<file path="src/rtl/softmax_row_scheduler.sv">
// Row-by-row sequencer for the softmax pipeline: loader -> softmax core -> flattener.
// Waits on each stage's done with a per-wait timeout, then reads the finished row back from port B.
module softmax_row_scheduler #(
  parameter int NUM_ROWS = 32,
  parameter int ROW_LEN  = 32,
  parameter int ADDR_W   = 10,
  parameter int TIMEOUT  = 1024,
  localparam int ROW_W   = (NUM_ROWS > 1) ? $clog2(NUM_ROWS) : 1
) (
  input  logic              i_clk,
  input  logic              i_rst,
  input  logic              i_start,
  input  logic              i_abort,
  output logic              o_load_start,
  output logic [ROW_W-1:0]  o_load_row,
  input  logic              i_load_done,
  input  logic              i_sm_valid,
  input  logic              i_wr_done,
  output logic [ADDR_W-1:0] o_wr_base,
  output logic              o_rd_en,
  output logic [ADDR_W-1:0] o_rd_addr,
  output logic              o_busy,
  output logic              o_done,
  output logic              o_error
);

  // state   | meaning
  // IDLE    | waiting for i_start
  // LOAD    | one-cycle load start pulse for the current row
  // WAIT_LD | waiting for the row loader
  // WAIT_SM | waiting for the softmax core result
  // WAIT_WR | waiting for the flattener to finish writing the row
  // READ    | ROW_LEN-cycle readback of the row from port B
  // NEXT    | advance row, or pulse o_done after the last row
  // ERR     | a wait timed out; o_error held until i_start
  typedef enum logic [2:0] {
    S_IDLE, S_LOAD, S_WAIT_LD, S_WAIT_SM, S_WAIT_WR, S_READ, S_NEXT, S_ERR
  } state_t;

  localparam int K_W   = (ROW_LEN > 1) ? $clog2(ROW_LEN) : 1;
  localparam int TMR_W = (TIMEOUT > 1) ? $clog2(TIMEOUT) : 1;

  localparam logic [K_W-1:0]    K_LAST   = K_W'(ROW_LEN - 1);
  localparam logic [K_W-1:0]    K_ONE    = K_W'(1);
  localparam logic [ROW_W-1:0]  ROW_LAST = ROW_W'(NUM_ROWS - 1);
  localparam logic [ROW_W-1:0]  ROW_ONE  = ROW_W'(1);
  localparam logic [ADDR_W-1:0] ROW_STEP = ADDR_W'(ROW_LEN);
  localparam logic [ADDR_W-1:0] ADDR_ONE = ADDR_W'(1);
  localparam logic [TMR_W-1:0]  TMR_INIT = TMR_W'(TIMEOUT - 1);
  localparam logic [TMR_W-1:0]  TMR_ONE  = TMR_W'(1);

  state_t           state;
  logic [K_W-1:0]   k;
  logic [TMR_W-1:0] timer;
  logic             awaited;

  always_comb begin
    awaited = 1'b0;
    case (state)
      S_WAIT_LD: awaited = i_load_done;
      S_WAIT_SM: awaited = i_sm_valid;
      S_WAIT_WR: awaited = i_wr_done;
      default:   awaited = 1'b0;
    endcase
  end

  // Timer is a down-counter reloaded on every wait-state entry; reaching zero with
  // the awaited done still low is the timeout. Done is checked first so it wins.
  always_ff @(posedge i_clk or posedge i_rst) begin
    if (i_rst) begin
      state        <= S_IDLE;
      k            <= '0;
      timer        <= '0;
      o_load_start <= 1'b0;
      o_load_row   <= '0;
      o_wr_base    <= '0;
      o_rd_en      <= 1'b0;
      o_rd_addr    <= '0;
      o_busy       <= 1'b0;
      o_done       <= 1'b0;
      o_error      <= 1'b0;
    end else begin
      o_load_start <= 1'b0;
      o_done       <= 1'b0;
      if (i_abort) begin
        state   <= S_IDLE;
        o_rd_en <= 1'b0;
        o_busy  <= 1'b0;
      end else begin
        case (state)
          S_IDLE, S_ERR: begin
            if (i_start) begin
              state        <= S_LOAD;
              o_error      <= 1'b0;
              o_load_row   <= '0;
              o_wr_base    <= '0;
              o_load_start <= 1'b1;
              o_busy       <= 1'b1;
            end
          end
          S_LOAD: begin
            state <= S_WAIT_LD;
            timer <= TMR_INIT;
          end
          S_WAIT_LD, S_WAIT_SM, S_WAIT_WR: begin
            if (awaited) begin
              timer <= TMR_INIT;
              if (state == S_WAIT_LD) begin
                state <= S_WAIT_SM;
              end else if (state == S_WAIT_SM) begin
                state <= S_WAIT_WR;
              end else begin
                state     <= S_READ;
                k         <= '0;
                o_rd_en   <= 1'b1;
                o_rd_addr <= o_wr_base;
              end
            end else if (timer == '0) begin
              state   <= S_ERR;
              o_error <= 1'b1;
              o_busy  <= 1'b0;
            end else begin
              timer <= timer - TMR_ONE;
            end
          end
          S_READ: begin
            if (k == K_LAST) begin
              state   <= S_NEXT;
              o_rd_en <= 1'b0;
              o_done  <= (o_load_row == ROW_LAST);
            end else begin
              k         <= k + K_ONE;
              o_rd_addr <= o_rd_addr + ADDR_ONE;
            end
          end
          S_NEXT: begin
            if (o_load_row == ROW_LAST) begin
              state  <= S_IDLE;
              o_busy <= 1'b0;
            end else begin
              state        <= S_LOAD;
              o_load_row   <= o_load_row + ROW_ONE;
              o_wr_base    <= o_wr_base + ROW_STEP;
              o_load_start <= 1'b1;
            end
          end
          default: begin
            state   <= S_IDLE;
            o_rd_en <= 1'b0;
            o_busy  <= 1'b0;
          end
        endcase
      end
    end
  end

endmodule

</file>
<file path="config.mk">
export PLATFORM = sky130hd
export DESIGN_NAME = softmax_row_scheduler
export DESIGN_NICKNAME = d
export VERILOG_FILES = /design/src/rtl/softmax_row_scheduler.sv
export SDC_FILE = /design/constraint.sdc
export NUM_CORES = 1
export LEC_CHECK = 0
export CELL_PAD_IN_SITES_DETAIL_PLACEMENT = 1
export CELL_PAD_IN_SITES_GLOBAL_PLACEMENT = 2
export CORE_MARGIN = 2
export CORE_UTILIZATION = 37
export CTS_BUF_LIST = sky130_fd_sc_hd__clkbuf_8
export DETAILED_ROUTE_END_ITERATION = 6
export PLACE_DENSITY = 0.95
export SLEW_MARGIN = 0
export SYNTH_ARGS = -nofsm -noshare
export SYNTH_HDL_FRONTEND = slang
export SYNTH_SLANG_ARGS = --single-unit
</file>
<file path="constraint.sdc">
create_clock -name i_clk -period 4 [get_ports i_clk]
set_input_delay 0.8 -clock i_clk [delete_from_list [all_inputs] [get_ports i_clk]]
set_output_delay 0.8 -clock i_clk [all_outputs]
set_load 0.01 [all_outputs]
</file>
==> impl_metrics.tcl <==
set metrics [dict create \
    overflow 0 \
    path_class "in -> reg" \
    total_power_mw 1.21 \
    p_per_area_nw_per_um2 408 \
    fmax_mhz 356 \
    setup_tns_ns 0 \
    p_switching_mw 0.453 \
    dr_total_vias 2290 \
    fillers 817 \
    peakVddDrop_mv 0.156 \
    dr.max_layer_used "met4" \
    fin_crit_sh_pct 70.2 \
    rows 30 \
    drt_iter0_drc 169 \
    hold_viol 0 \
    wl_per_cell_um 16.7 \
    min_path_type "reg -> reg" \
    postCtsHoldBufs 0 \
    boundaryPins 37 \
    hp-start "timer[9]$_DFFE_PP0P_" \
    endpoint_kind "flop" \
    critPathLaunchType "input port" \
    syn2layout_area_growth_pct 17.4 \
    cp_slowest_cell "or4_1" \
    cap_violations 0 \
    cts_resized 0 \
    insertion_delay_ns 0.31 \
    port-buffer-count 31 \
    drcViolationCount 0 \
    antenna_found_initial 0 \
    grt_pass1_vias 2250 \
    path_max_fanout 18 \
    leakage_nw 1.24 \
    initial_core_util_pct 37.8 \
    clkPwrFrac_pct 22.8 \
    p_int_mw 0.762 \
    postCtsSetupBuffers 0 \
    dr_wl_met2_um 3010 \
    core_area_um2 6720 \
    clk_pin_slew_ns 0.08 \
    clockBufferDepth 2 \
    fin_nets 332 \
    ys_ff_latch 43 \
    reg2reg_from "o_load_row[0]$_DFFE_PP0P_" \
    status "complete, no violations" \
    grt_setup_unrepaired "no" \
    drive_gt1_share_pct 5.97 \
    maxSlewViolCount 0 \
    synthFlopType "dfrtp_1" \
    grt_usage_pct 19.1 \
    cts_sinks 43 \
    critical_path_buf_inv_count 1 \
    vias_per_cell 5.75 \
    crit_chain "clkdlybuf4s50_1 > or3b_1 > a21oi_1 > o21ai_1 > or4_1 > nand3_1" \
    cts_buffers 5 \
    maxSlewHeadroom_pct 19.8 \
    netSwitchingFraction_pct 37.3 \
    dieHeight_um 86.8 \
    num_antenna_cells 0 \
    final-setup-viol-count 0 \
    clock_tree.htree_level_count 2 \
    grt_pass1_wl_um 11600 \
    regArea_um2 1080 \
    startpoint "i_start" \
    worst_pin_slew_ns 1.20 \
    crit_family "simple AND/OR/NAND/NOR gates" \
    drt-met1-wl_um 3350 \
    synth.distinct_cells 55 \
    ys_warn_count 0 \
    grt_max_degree 28 \
    die_area_um2 7540 \
    synth_cells 290 \
    period_minus_slack_ns 2.81 \
    cp.arrival_ns 3.05 \
    power_frac_seq_pct 47.7 \
    syn_area_um2 2540 \
    synth_edf_count 0 \
    dr_wl_met3_um 189 \
    clockRootBuffer "clkbuf_8" \
    power_frac_comb_pct 29.4 \
    ant_nets 0 \
    worstPathRequired_ns 4.24 \
    clock_skew_ns 0.0104 \
    dr.pass1.iters 4 \
    postSynth.asyncResetShare_pct 100 \
    syn_avg_cell_area_um2 8.75 \
    synth-seq-area-share_pct 42.4 \
    whs_ns 0.499 \
    wirelength_um 6640 \
    gp_congestion 0.832 \
    multiInputGateArea_um2 1340 \
    slowest_delay_ns 0.64 \
    die_w_um 86.8 \
    dp_hpwl_um 4590 \
    cts_tree "yes" \
]
## state kept, by name (all words and copies together) (netlist names)
name,count
o_load_row,5
o_busy,1
state,3
o_error,1
timer,10
k,5
o_wr_base,5
o_done,1
o_rd_en,1
o_load_start,1
o_rd_addr,10
## cell usage in the layout (no fill, tap or decap), types with 2 or more instances in the layout
cell	synthesis	routed
o31ai_1	3	3
conb_1	1	5
o21ai_0	4	4
a211oi_1	2	2
nor2_1	21	21
and4_1	5	5
inv_2	3	3
or3b_1	3	3
or4b_1	2	2
nand2b_1	8	8
ha_1	8	8
or3_1	2	2
clkinv_1	1	2
o21ai_1	34	34
or4_1	5	5
nor3_1	6	6
buf_4	5	4
nor4bb_1	2	2
a311oi_1	2	2
and3_1	5	5
clkdlybuf4s50_1	0	31
a31oi_1	9	9
o22ai_1	2	2
and2_1	2	2
a32oi_1	3	3
nand2_1	26	26
o21bai_1	3	3
clkbuf_8	0	5
inv_1	6	6
a41o_1	2	2
nand3b_1	2	2
o22a_1	2	2
a21oi_1	20	20
dfrtp_1	43	43
nand3_1	15	15
## final timing paths
check | end | slack (ns) | cells past startpoint
min reg2reg | timer[9]$_DFFE_PP0P_ | 0.50 | 1
max | o_wr_base[9]$_DFFE_PP0P_ | 1.19 | 6
min in group asynchronous | timer[0]$_DFFE_PP0P_ | 0.79 | 2
min | timer[9]$_DFFE_PP0P_ | 0.50 | 1
max in group asynchronous | k[2]$_DFFE_PP0P_ | 2.48 | 3
max reg2reg | o_load_row[2]$_DFFE_PP0P_ | 1.32 | 8
## synth_stat cells (2+ instances only)
cell       n  area share [%]
dfrtp_1   43              42
o21ai_1   34             6.7
nand2_1   26             3.8
nor2_1    21             3.1
a21oi_1   20             3.9
nand3_1   15             3.0
clkbuf_1  12             1.8
a31oi_1    9             2.2
ha_1       8             3.9
nand2b_1   8             2.0
inv_1      6            0.89
nor3_1     6             1.2
and3_1     5             1.2
and4_1     5             1.7
buf_4      5             1.5
or4_1      5             1.5
o21ai_0    4            0.79
a32oi_1    3             1.0
inv_2      3            0.44
o21bai_1   3            0.89
o31ai_1    3            0.89
or3b_1     3             1.0
a211oi_1   2            0.59
a311oi_1   2            0.69
a41o_1     2            0.79
and2_1     2            0.49
nand3b_1   2            0.59
nor4bb_1   2            0.79
o22a_1     2            0.69
o22ai_1    2            0.49
or3_1      2            0.49
or4b_1     2            0.79
## per-layer routing
metal | GRT usage (%) | up-vias
li1 | - | 1119
met1 | 27.1 | 1130
met2 | 29.8 | 33
met3 | 3.81 | 8
met4 | 5.11 | 0
met5 | 0 | -
## through the flow
stage / utilization, % / setup slack [ns] / cells / instance area (um2)
4_1_cts: 44.3 / 1.24 / 398 / 2980
3_3_place_gp: 43.1 / 0.963 / 390 / 2890
5_1_grt: 44.3 / 1.04 / 398 / 2980
6_report: 44.3 / 1.19 / 398 / 2980
3_5_place_dp: 43.1 / 0.916 / 390 / 2890
2_1_floorplan: - / 1.69 / 294 / 2550
## power by group through the flow
stage	Clock [mW]	Combinational [mW]	Sequential [mW]
finish	0.277	0.357	0.580
global placement	0	0.348	0.582
floorplan	0	0.269	0.538
CTS	0.286	0.359	0.578
detailed placement	0	0.356	0.585
global route	0.306	0.401	0.591
## final cells by class
| class | count | area share (%) |
|---|---|---|
| clock inverters | 3 | 0.546 |
| flip-flops and latches | 43 | 36.1 |
| clock buffers | 5 | 2.31 |
| inverters | 10 | 1.26 |
| well taps | 80 | 3.36 |
| multi-input cells | 222 | 45.0 |
| repair buffers | 35 | 11.4 |
## cell families after synthesis
family	count (synthesis)	share of synthesized area [%]
and+or+nand+nor	112	24.1
AOI/OAI and AO/OA	95	23.2
xor gates and xnor gates	1	0.345
DFF	43	42.4
buffers and inverters	29	5.37
other	1	0.148
muxes	1	0.444
adders and majority gates	8	3.94
Note: power is estimated with default switching activity, not from simulation.
